File: src/rtl/ptp_timebase_if.sv
// ptp_timebase_if
//   Groups the timebase outputs and the level-delay trigger into one bundle.
//   slave  : the timebase itself (drives ticks and delay status, reads dly_in)
//   master : the consumer (punch controller or testbench)
//   Signals:
//     tick_50khz  one-cycle 50 kHz simulation tick
//     tick_63hz   one-cycle 63.3 Hz punch-sync tick
//     dly_in      trigger/hold input for the 10 ms level delay
//     dly_level   delay-active level
//     dly_end     one-cycle pulse when the delay expires
interface ptp_timebase_if;
  logic tick_50khz;
  logic tick_63hz;
  logic dly_in;
  logic dly_level;
  logic dly_end;

  modport slave (
    output tick_50khz,
    output tick_63hz,
    input  dly_in,
    output dly_level,
    output dly_end
  );

  modport master (
    input  tick_50khz,
    input  tick_63hz,
    output dly_in,
    input  dly_level,
    input  dly_end
  );
endinterface

File: src/rtl/ptp_timebase.sv
// ptp_timebase
//   Timebase for the KA10 paper-tape punch: two free-running tick generators
//   plus one retriggerable level delay that gates punch data and marks the
//   end of each punch cycle. Every output is a flop; no input reaches an
//   output combinationally.
//   Ports:
//     clk    system clock, rising edge (50 MHz nominal)
//     reset  asynchronous, active-low reset
//     bus    ptp_timebase_if slave: ticks, dly_in, dly_level, dly_end
module ptp_timebase #(
  parameter int DIV_50K    = 1000,
  parameter int DIV_63HZ   = 789889,
  parameter int DLY_CYCLES = 500000
) (
  input  logic           clk,
  input  logic           reset,
  ptp_timebase_if.slave  bus
);

  // Widths are clamped to 1 so a divide-by-1 still elaborates.
  localparam int W50 = (DIV_50K  > 1) ? $clog2(DIV_50K)  : 1;
  localparam int W63 = (DIV_63HZ > 1) ? $clog2(DIV_63HZ) : 1;
  localparam int WD  = (DLY_CYCLES > 1) ? $clog2(DLY_CYCLES + 1) : 1;

  localparam logic [W50-1:0] LAST_50K  = W50'(DIV_50K - 1);
  localparam logic [W63-1:0] LAST_63HZ = W63'(DIV_63HZ - 1);
  localparam logic [WD-1:0]  DLY_LOAD  = WD'(DLY_CYCLES);
  localparam logic [WD-1:0]  DLY_ONE   = WD'(1);

  logic [W50-1:0] cnt_50k;
  logic [W63-1:0] cnt_63hz;
  logic [WD-1:0]  dly_cnt;
  logic           tick_50khz_q;
  logic           tick_63hz_q;
  logic           dly_level_q;
  logic           dly_end_q;

  // 50 kHz tick: the tick flop goes high on the same edge the counter wraps,
  // so it is visible for the one cycle after the DIV-th edge.
  always_ff @(posedge clk or negedge reset) begin
    if (!reset) begin
      cnt_50k      <= '0;
      tick_50khz_q <= 1'b0;
    end else if (cnt_50k == LAST_50K) begin
      cnt_50k      <= '0;
      tick_50khz_q <= 1'b1;
    end else begin
      cnt_50k      <= cnt_50k + 1'b1;
      tick_50khz_q <= 1'b0;
    end
  end

  // 63.3 Hz punch-sync tick, same structure as the fast tick.
  always_ff @(posedge clk or negedge reset) begin
    if (!reset) begin
      cnt_63hz    <= '0;
      tick_63hz_q <= 1'b0;
    end else if (cnt_63hz == LAST_63HZ) begin
      cnt_63hz    <= '0;
      tick_63hz_q <= 1'b1;
    end else begin
      cnt_63hz    <= cnt_63hz + 1'b1;
      tick_63hz_q <= 1'b0;
    end
  end

  // Level delay. A trigger always reloads the count, so a trigger on the
  // expiry edge wins and suppresses dly_end. dly_end is cleared on every
  // edge except the expiry edge, keeping it a single-cycle pulse.
  always_ff @(posedge clk or negedge reset) begin
    if (!reset) begin
      dly_cnt     <= '0;
      dly_level_q <= 1'b0;
      dly_end_q   <= 1'b0;
    end else if (bus.dly_in) begin
      dly_cnt     <= DLY_LOAD;
      dly_level_q <= 1'b1;
      dly_end_q   <= 1'b0;
    end else if (dly_level_q && (dly_cnt > DLY_ONE)) begin
      dly_cnt     <= dly_cnt - 1'b1;
      dly_end_q   <= 1'b0;
    end else if (dly_level_q) begin
      dly_level_q <= 1'b0;
      dly_end_q   <= 1'b1;
    end else begin
      dly_end_q   <= 1'b0;
    end
  end

  assign bus.tick_50khz = tick_50khz_q;
  assign bus.tick_63hz  = tick_63hz_q;
  assign bus.dly_level  = dly_level_q;
  assign bus.dly_end    = dly_end_q;

endmodule

File: src/flat_wrapper.sv
// flat-port wrapper written by rule: the top's interface ports become plain ports
module ptp_timebase_flat 
#(
  parameter int DIV_50K    = 1000,
  parameter int DIV_63HZ   = 789889,
  parameter int DLY_CYCLES = 500000
)
  (clk, reset, bus_tick_50khz, bus_tick_63hz, bus_dly_in, bus_dly_level, bus_dly_end);
  ptp_timebase_if bus_i ();
  input  logic clk;
  input  logic reset;
  output wire logic [$bits(bus_i.tick_50khz)-1:0] bus_tick_50khz;
  output wire logic [$bits(bus_i.tick_63hz)-1:0] bus_tick_63hz;
  input wire logic [$bits(bus_i.dly_in)-1:0] bus_dly_in;
  output wire logic [$bits(bus_i.dly_level)-1:0] bus_dly_level;
  output wire logic [$bits(bus_i.dly_end)-1:0] bus_dly_end;
  assign bus_tick_50khz = bus_i.tick_50khz;
  assign bus_tick_63hz = bus_i.tick_63hz;
  assign bus_i.dly_in = bus_dly_in;
  assign bus_dly_level = bus_i.dly_level;
  assign bus_dly_end = bus_i.dly_end;
  ptp_timebase #(.DIV_50K(DIV_50K), .DIV_63HZ(DIV_63HZ), .DLY_CYCLES(DLY_CYCLES)) u_core (.clk(clk), .reset(reset), .bus(bus_i));
endmodule
File: config.mk
export PLATFORM = sky130hd
export DESIGN_NAME = ptp_timebase_flat
export DESIGN_NICKNAME = d
export VERILOG_FILES = /design/src/rtl/ptp_timebase_if.sv /design/src/rtl/ptp_timebase.sv /design/src/flat_wrapper.sv
export SDC_FILE = /design/constraint.sdc
export NUM_CORES = 1
export LEC_CHECK = 0
export CORE_ASPECT_RATIO = 1.5
export CORE_MARGIN = 2
export CORE_UTILIZATION = 34
export CTS_BUF_LIST = sky130_fd_sc_hd__clkbuf_8
export DETAILED_ROUTE_END_ITERATION = 10
export GPL_TIMING_DRIVEN = 0
export PLACE_DENSITY = 0.58
export SYNTH_ARGS = -nofsm -noshare
export SYNTH_HDL_FRONTEND = slang
export SYNTH_SLANG_ARGS = --single-unit
export TNS_END_PERCENT = 50
File: constraint.sdc
create_clock -name clk -period 2.8 [get_ports clk]
set_clock_uncertainty 0.2 [all_clocks]
set_input_delay 0.56 -clock clk [delete_from_list [all_inputs] [get_ports clk]]
set_output_delay 0.56 -clock clk [all_outputs]
set_load 0.005 [all_outputs]
* Word-level counts from Yosys, hierarchy flattened
Index checks and enable logic that the tools add are counted.
Cells by class: add/sub/neg operators 3, multiply operators 0, divide/modulo/power cells 0, magnitude comparators 1, equal/unequal tests 3, shifts and indexed selects 0, muxes and demuxes 11, bitwise logic cells 0, reduce and logical (&&, ||, !) cells 2
Operator list (number):
- 19-bit two-way mux | 2
- 20-bit by 1-bit adder with 20-bit output (second input constant) | 1
- 20-bit equality test (second input constant) | 1
- 20-bit two-way mux | 1
- 19-bit by 1-bit > comparator with 1-bit output (second input constant) | 1
- 19-bit by 1-bit subtractor with 19-bit output (second input constant) | 1
- 10-bit by 1-bit adder with 10-bit output (second input constant) | 1
- 10-bit equality test (second input constant) | 1
- 10-bit two-way mux | 1
- 1-bit two-way mux | 7
- 2-bit inequality test (second input constant) | 1
- 2-bit nonzero test | 1
- 1-bit logical AND | 1
Storage, ports and cells: register bits after elaboration 53, bits in latches 0, RAM bits 0, memory bits (read-only) 0, output and inout port bits 4, memories kept 0

* Longest topological paths before layout
depth after elaboration 4, depth in mapped cells 7, mapped depth without buffers 6

* Least setup slack after synthesis
OpenSTA, ideal clock, no wires.
path kind register to register, from register u_core.dly_cnt[1], to register u_core.dly_cnt[4], setup time 128 ps, arrival 1794 ps, data required time 2472 ps, setup slack 678 ps, stages on the path, launching flop included 8, path buffers 1, clock period less this slack 2122 ps, cells stage by stage dfrtp_1 inv_1 ha_1 o21bai_1 and4_1 buf_6 a2111oi_2 mux2_1
Between the ends: cells in the longest elaborated chain, start to end 3, elaborated cells on any way between the ends 6, classes of those cells add/sub: 1; order compare: 1; mux: 2; reduce/logical: 2
Ends and longest elaborated chain:
- from (decl) | line ptp_timebase.sv:32 | logic [WD-1:0] dly_cnt;
- from (signal assigned) | line ptp_timebase.sv:80 | dly_cnt <= dly_cnt - 1'b1;
- 19-bit by 1-bit subtractor with 19-bit output or 19-bit by 1-bit > comparator with 1-bit output (tied branches) | line ptp_timebase.sv:80, ptp_timebase.sv:79
- 19-bit two-way mux or 1-bit logical AND (tied branches) | line ptp_timebase.sv:79 | end else if (dly_level_q && (dly_cnt > DLY_ONE)) begin
- 19-bit two-way mux or 2-bit nonzero test (tied branches)
Parallel ways exist; a longest one is shown, timed or not. The select of a mux whose other input is x is not followed. A chain may end at the register's enable or synchronous reset.

* Worst setup path after layout
from input port bus_dly_in, to register u_core.dly_cnt[16]
Between the ends: cells in the longest elaborated chain, start to end 1, elaborated cells on any way between the ends 2, classes of those cells mux: 1; reduce/logical: 1
Ends and longest elaborated chain:
- from (decl) | line flat_wrapper.sv:14 | input wire logic [$bits(bus_i.dly_in)-1:0] bus_dly_in;
- 19-bit two-way mux or 2-bit nonzero test (tied branches)
Parallel ways exist; a longest one is shown, timed or not.

==> flow_summary.json <==
{
  "avgSynthCellArea_um2": 10.4,
  "cts-root-buf": "clkbuf_8",
  "fin_crit_sh_pct": 83.8,
  "synth_warnings": 0,
  "clkLatencyLatePin_ns": 0.32,
  "fp.dieW_um": 77.4,
  "n_antenna_cell": 0,
  "clockBufferDepth": 2,
  "area_growth_pct": 11.3,
  "grt_start_max_net_pins": 36,
  "clkTransAtPathRegs_ns": 0.10,
  "start_util_pct": 34.7,
  "coreArea_mm2": 0.00791,
  "drt_first_pass_iters": 4,
  "hpwl_um": 3770,
  "wl_um": 5150,
  "start_kind": "input pin",
  "maxSlewHeadroom_pct": 50.2,
  "synth-edff-count": 0,
  "place_congestion": 0.846,
  "dpl_worst_slack_ns": 0.0833,
  "syn_inst": 264,
  "synth_flop_cell": "dfrtp_1",
  "ir_drop_mv": 0.171,
  "hold_viol_final": 0,
  "seqPwrFrac_pct": 57.7,
  "overflow": 0,
  "leakage_uw": 0.00123,
  "status": "finished clean",
  "die_h_um": 114,
  "slew_violations": 0,
  "drive_above_1_share_pct": 8.93,
  "io_pins": 7,
  "postRouteAntennaNets": 0,
  "antenna_found_initial": 0,
  "path_max_fanout": 10,
  "nNetsFinal": 287,
  "vias": 2009,
  "synth_fp_nets": 272,
  "worstSetupPathType": "input pin to register",
  "async_flop_share_pct": 100,
  "clock-sinks": 53,
  "viasPerCell": 5.22,
  "worst_pin_slew_ns": 0.741,
  "portBuffers": 6,
  "final_util_pct": 38.7,
  "crit_path_end_kind": "register",
  "powerDensity_mw_per_mm2": 456,
  "rows": 40,
  "netSwitchingFraction_pct": 27.0,
  "min_period_ns": 2.35,
  "fmax_mhz": 426,
  "cell_internal_pwr_uw": 1020,
  "first_global_vias": 1952,
  "seq_area_frac_synth_pct": 48.3,
  "hold_slack_ns": 0.264,
  "critPathRequiredTime_ns": 2.84,
  "fp.dieArea_mm2": 0.00882,
  "cts_setup_buffers": 0,
  "track_usage_pct": 12.5,
  "cts_max_level": 2,
  "p_switching_uw": 376,
  "maxCapViolations": 0,
  "drtIter0Drc": 104,
  "ys_ff_latch": 53,
  "synth.distinct_cells": 52,
  "setup_violations": 0,
  "hold_class": "register to register",
  "setup_ws_ns": 0.454,
  "grt_pass1_wl_um": 8850,
  "rsz0062_at_grt": "false",
  "cts_made_buffers": 5,
  "power_frac_comb_pct": 9.4,
  "wl_per_cell_um": 13.4,
  "cp_data_arrival_time_ns": 2.38,
  "netlist_area_mm2": 0.00275,
  "clkPwrFrac_pct": 32.9,
  "drc": 0,
  "cts_tree": "done"
}
[stage by stage]
stage,std cells,cell area [um2],power (uW),setup TNS [ns]
5_1_grt,385,3060,1470,0
4_1_cts,385,3060,1420,0
2_1_floorplan,264,2750,906,0
3_5_place_dp,376,2950,954,0
6_report,385,3060,1390,0
3_3_place_gp,375,2940,948,-38.68
[cells in the mapped netlist, types with 4 or more instances]
master / count / share of area [%]
xor2_1: 5 / 1.6
nor4_1: 5 / 1.1
ha_1: 5 / 2.3
and2_1: 4 / 0.91
nor2b_1: 10 / 2.3
nand4_1: 11 / 2.5
o31ai_1: 5 / 1.4
a21oi_1: 10 / 1.8
and3_1: 6 / 1.4
nand2_1: 15 / 2.1
nor2_1: 27 / 3.7
dfrtp_1: 53 / 48
nor3_1: 5 / 0.91
mux2_1: 6 / 2.5
nand3_1: 14 / 2.6
mux2i_1: 5 / 1.8
xnor2_1: 17 / 5.4
or3_1: 6 / 1.4
inv_1: 10 / 1.4
[worst max-delay path: stages]
cell and delay [ns]:
clkdlybuf4s50_1 0.70, clkbuf_1 0.44, buf_1 0.47, nor2_1 0.08, mux2i_1 0.14
[worst paths after layout]
kind                                    from                  to  slack (ns)  depth (start not counted)
setup / recovery                  bus_dly_in  u_core.dly_cnt[16]        0.45                          5
hold / removal             u_core.cnt_50k[0]   u_core.cnt_50k[0]        0.26                          1
setup reg to reg           u_core.dly_cnt[1]   u_core.dly_cnt[4]        0.49                          7
hold reg to reg            u_core.cnt_50k[0]   u_core.cnt_50k[0]        0.26                          1
max in group asynchronous              reset  u_core.dly_cnt[14]        1.34                          3
min in group asynchronous              reset  u_core.cnt_63hz[2]        0.52                          2
[cells by family (layout without fill, tap and decap cells)]
family,after synthesis,after routing,synth area share (%)
simple gates,125,125,26.9
fa+ha+maj,5,5,2.28
compound gates,33,33,8.75
buf+inv,15,31,2.42
mux,11,11,4.28
xor+xnor,22,22,7.02
flops,53,53,48.3
[cell type report]
type,instances,area [um2]
buffer,5,28.8
clock buffer,5,68.8
clock inverter,3,26.3
fill,825,4850
inverter,10,37.5
multi-input combinational,196,1350
sequential,53,1330
tap,105,131
timing repair buffer,8,85.1
[state kept, by name (all words and copies together), names as in the netlist]
name	cells
u_core.cnt_63hz	20
u_core.dly_cnt	19
u_core.cnt_50k	10
u_core.bus.dly_end	1
u_core.bus.dly_level	1
u_core.bus.tick_50khz	1
u_core.bus.tick_63hz	1
[placed cells by master (no fill, tap or decap), drive strengths merged, types with 2 or more instances in the layout]
master,count
mux2,6
a21oi,10
buf,6
nand4,12
dfrtp,53
o311ai,2
clkbuf,6
and4,2
and2,4
or4,3
ha,5
clkinvlp,2
nand3,14
inv,11
nor4,8
xor2,5
xnor2,17
and3,6
nor2b,10
o31ai,5
or3,6
mux2i,5
o21ai,5
a2111oi,2
nor3,9
nand2,15
nor3b,3
nor2,27
clkdlybuf4s50,5
[metal layers]
metal	wire [um]	up-vias	GRT usage (%)
li1	-	984	-
met1	2230	999	13.8
met2	2680	17	22.6
met3	107	9	2.52
met4	136	0	6.19
met5	0	-	0
[power groups by stage]
| stage | Clock [uW] | Sequential (uW) | Combinational, uW |
|---|---|---|---|
| final | 459 | 805 | 131 |
| after global placement | 0 | 820 | 128 |
| after detailed placement | 0 | 821 | 133 |
| after global routing | 510 | 808 | 148 |
| after floorplan | 0 | 816 | 89.9 |
| after CTS | 480 | 805 | 134 |
[what timing repair did]
item,in CTS,in global routing
resized for setup,0,0
endpoints found under the hold margin,18,0
setup endpoints to repair,0,0
hold buffers,1,0
Power figures use the tool's default switching activity.
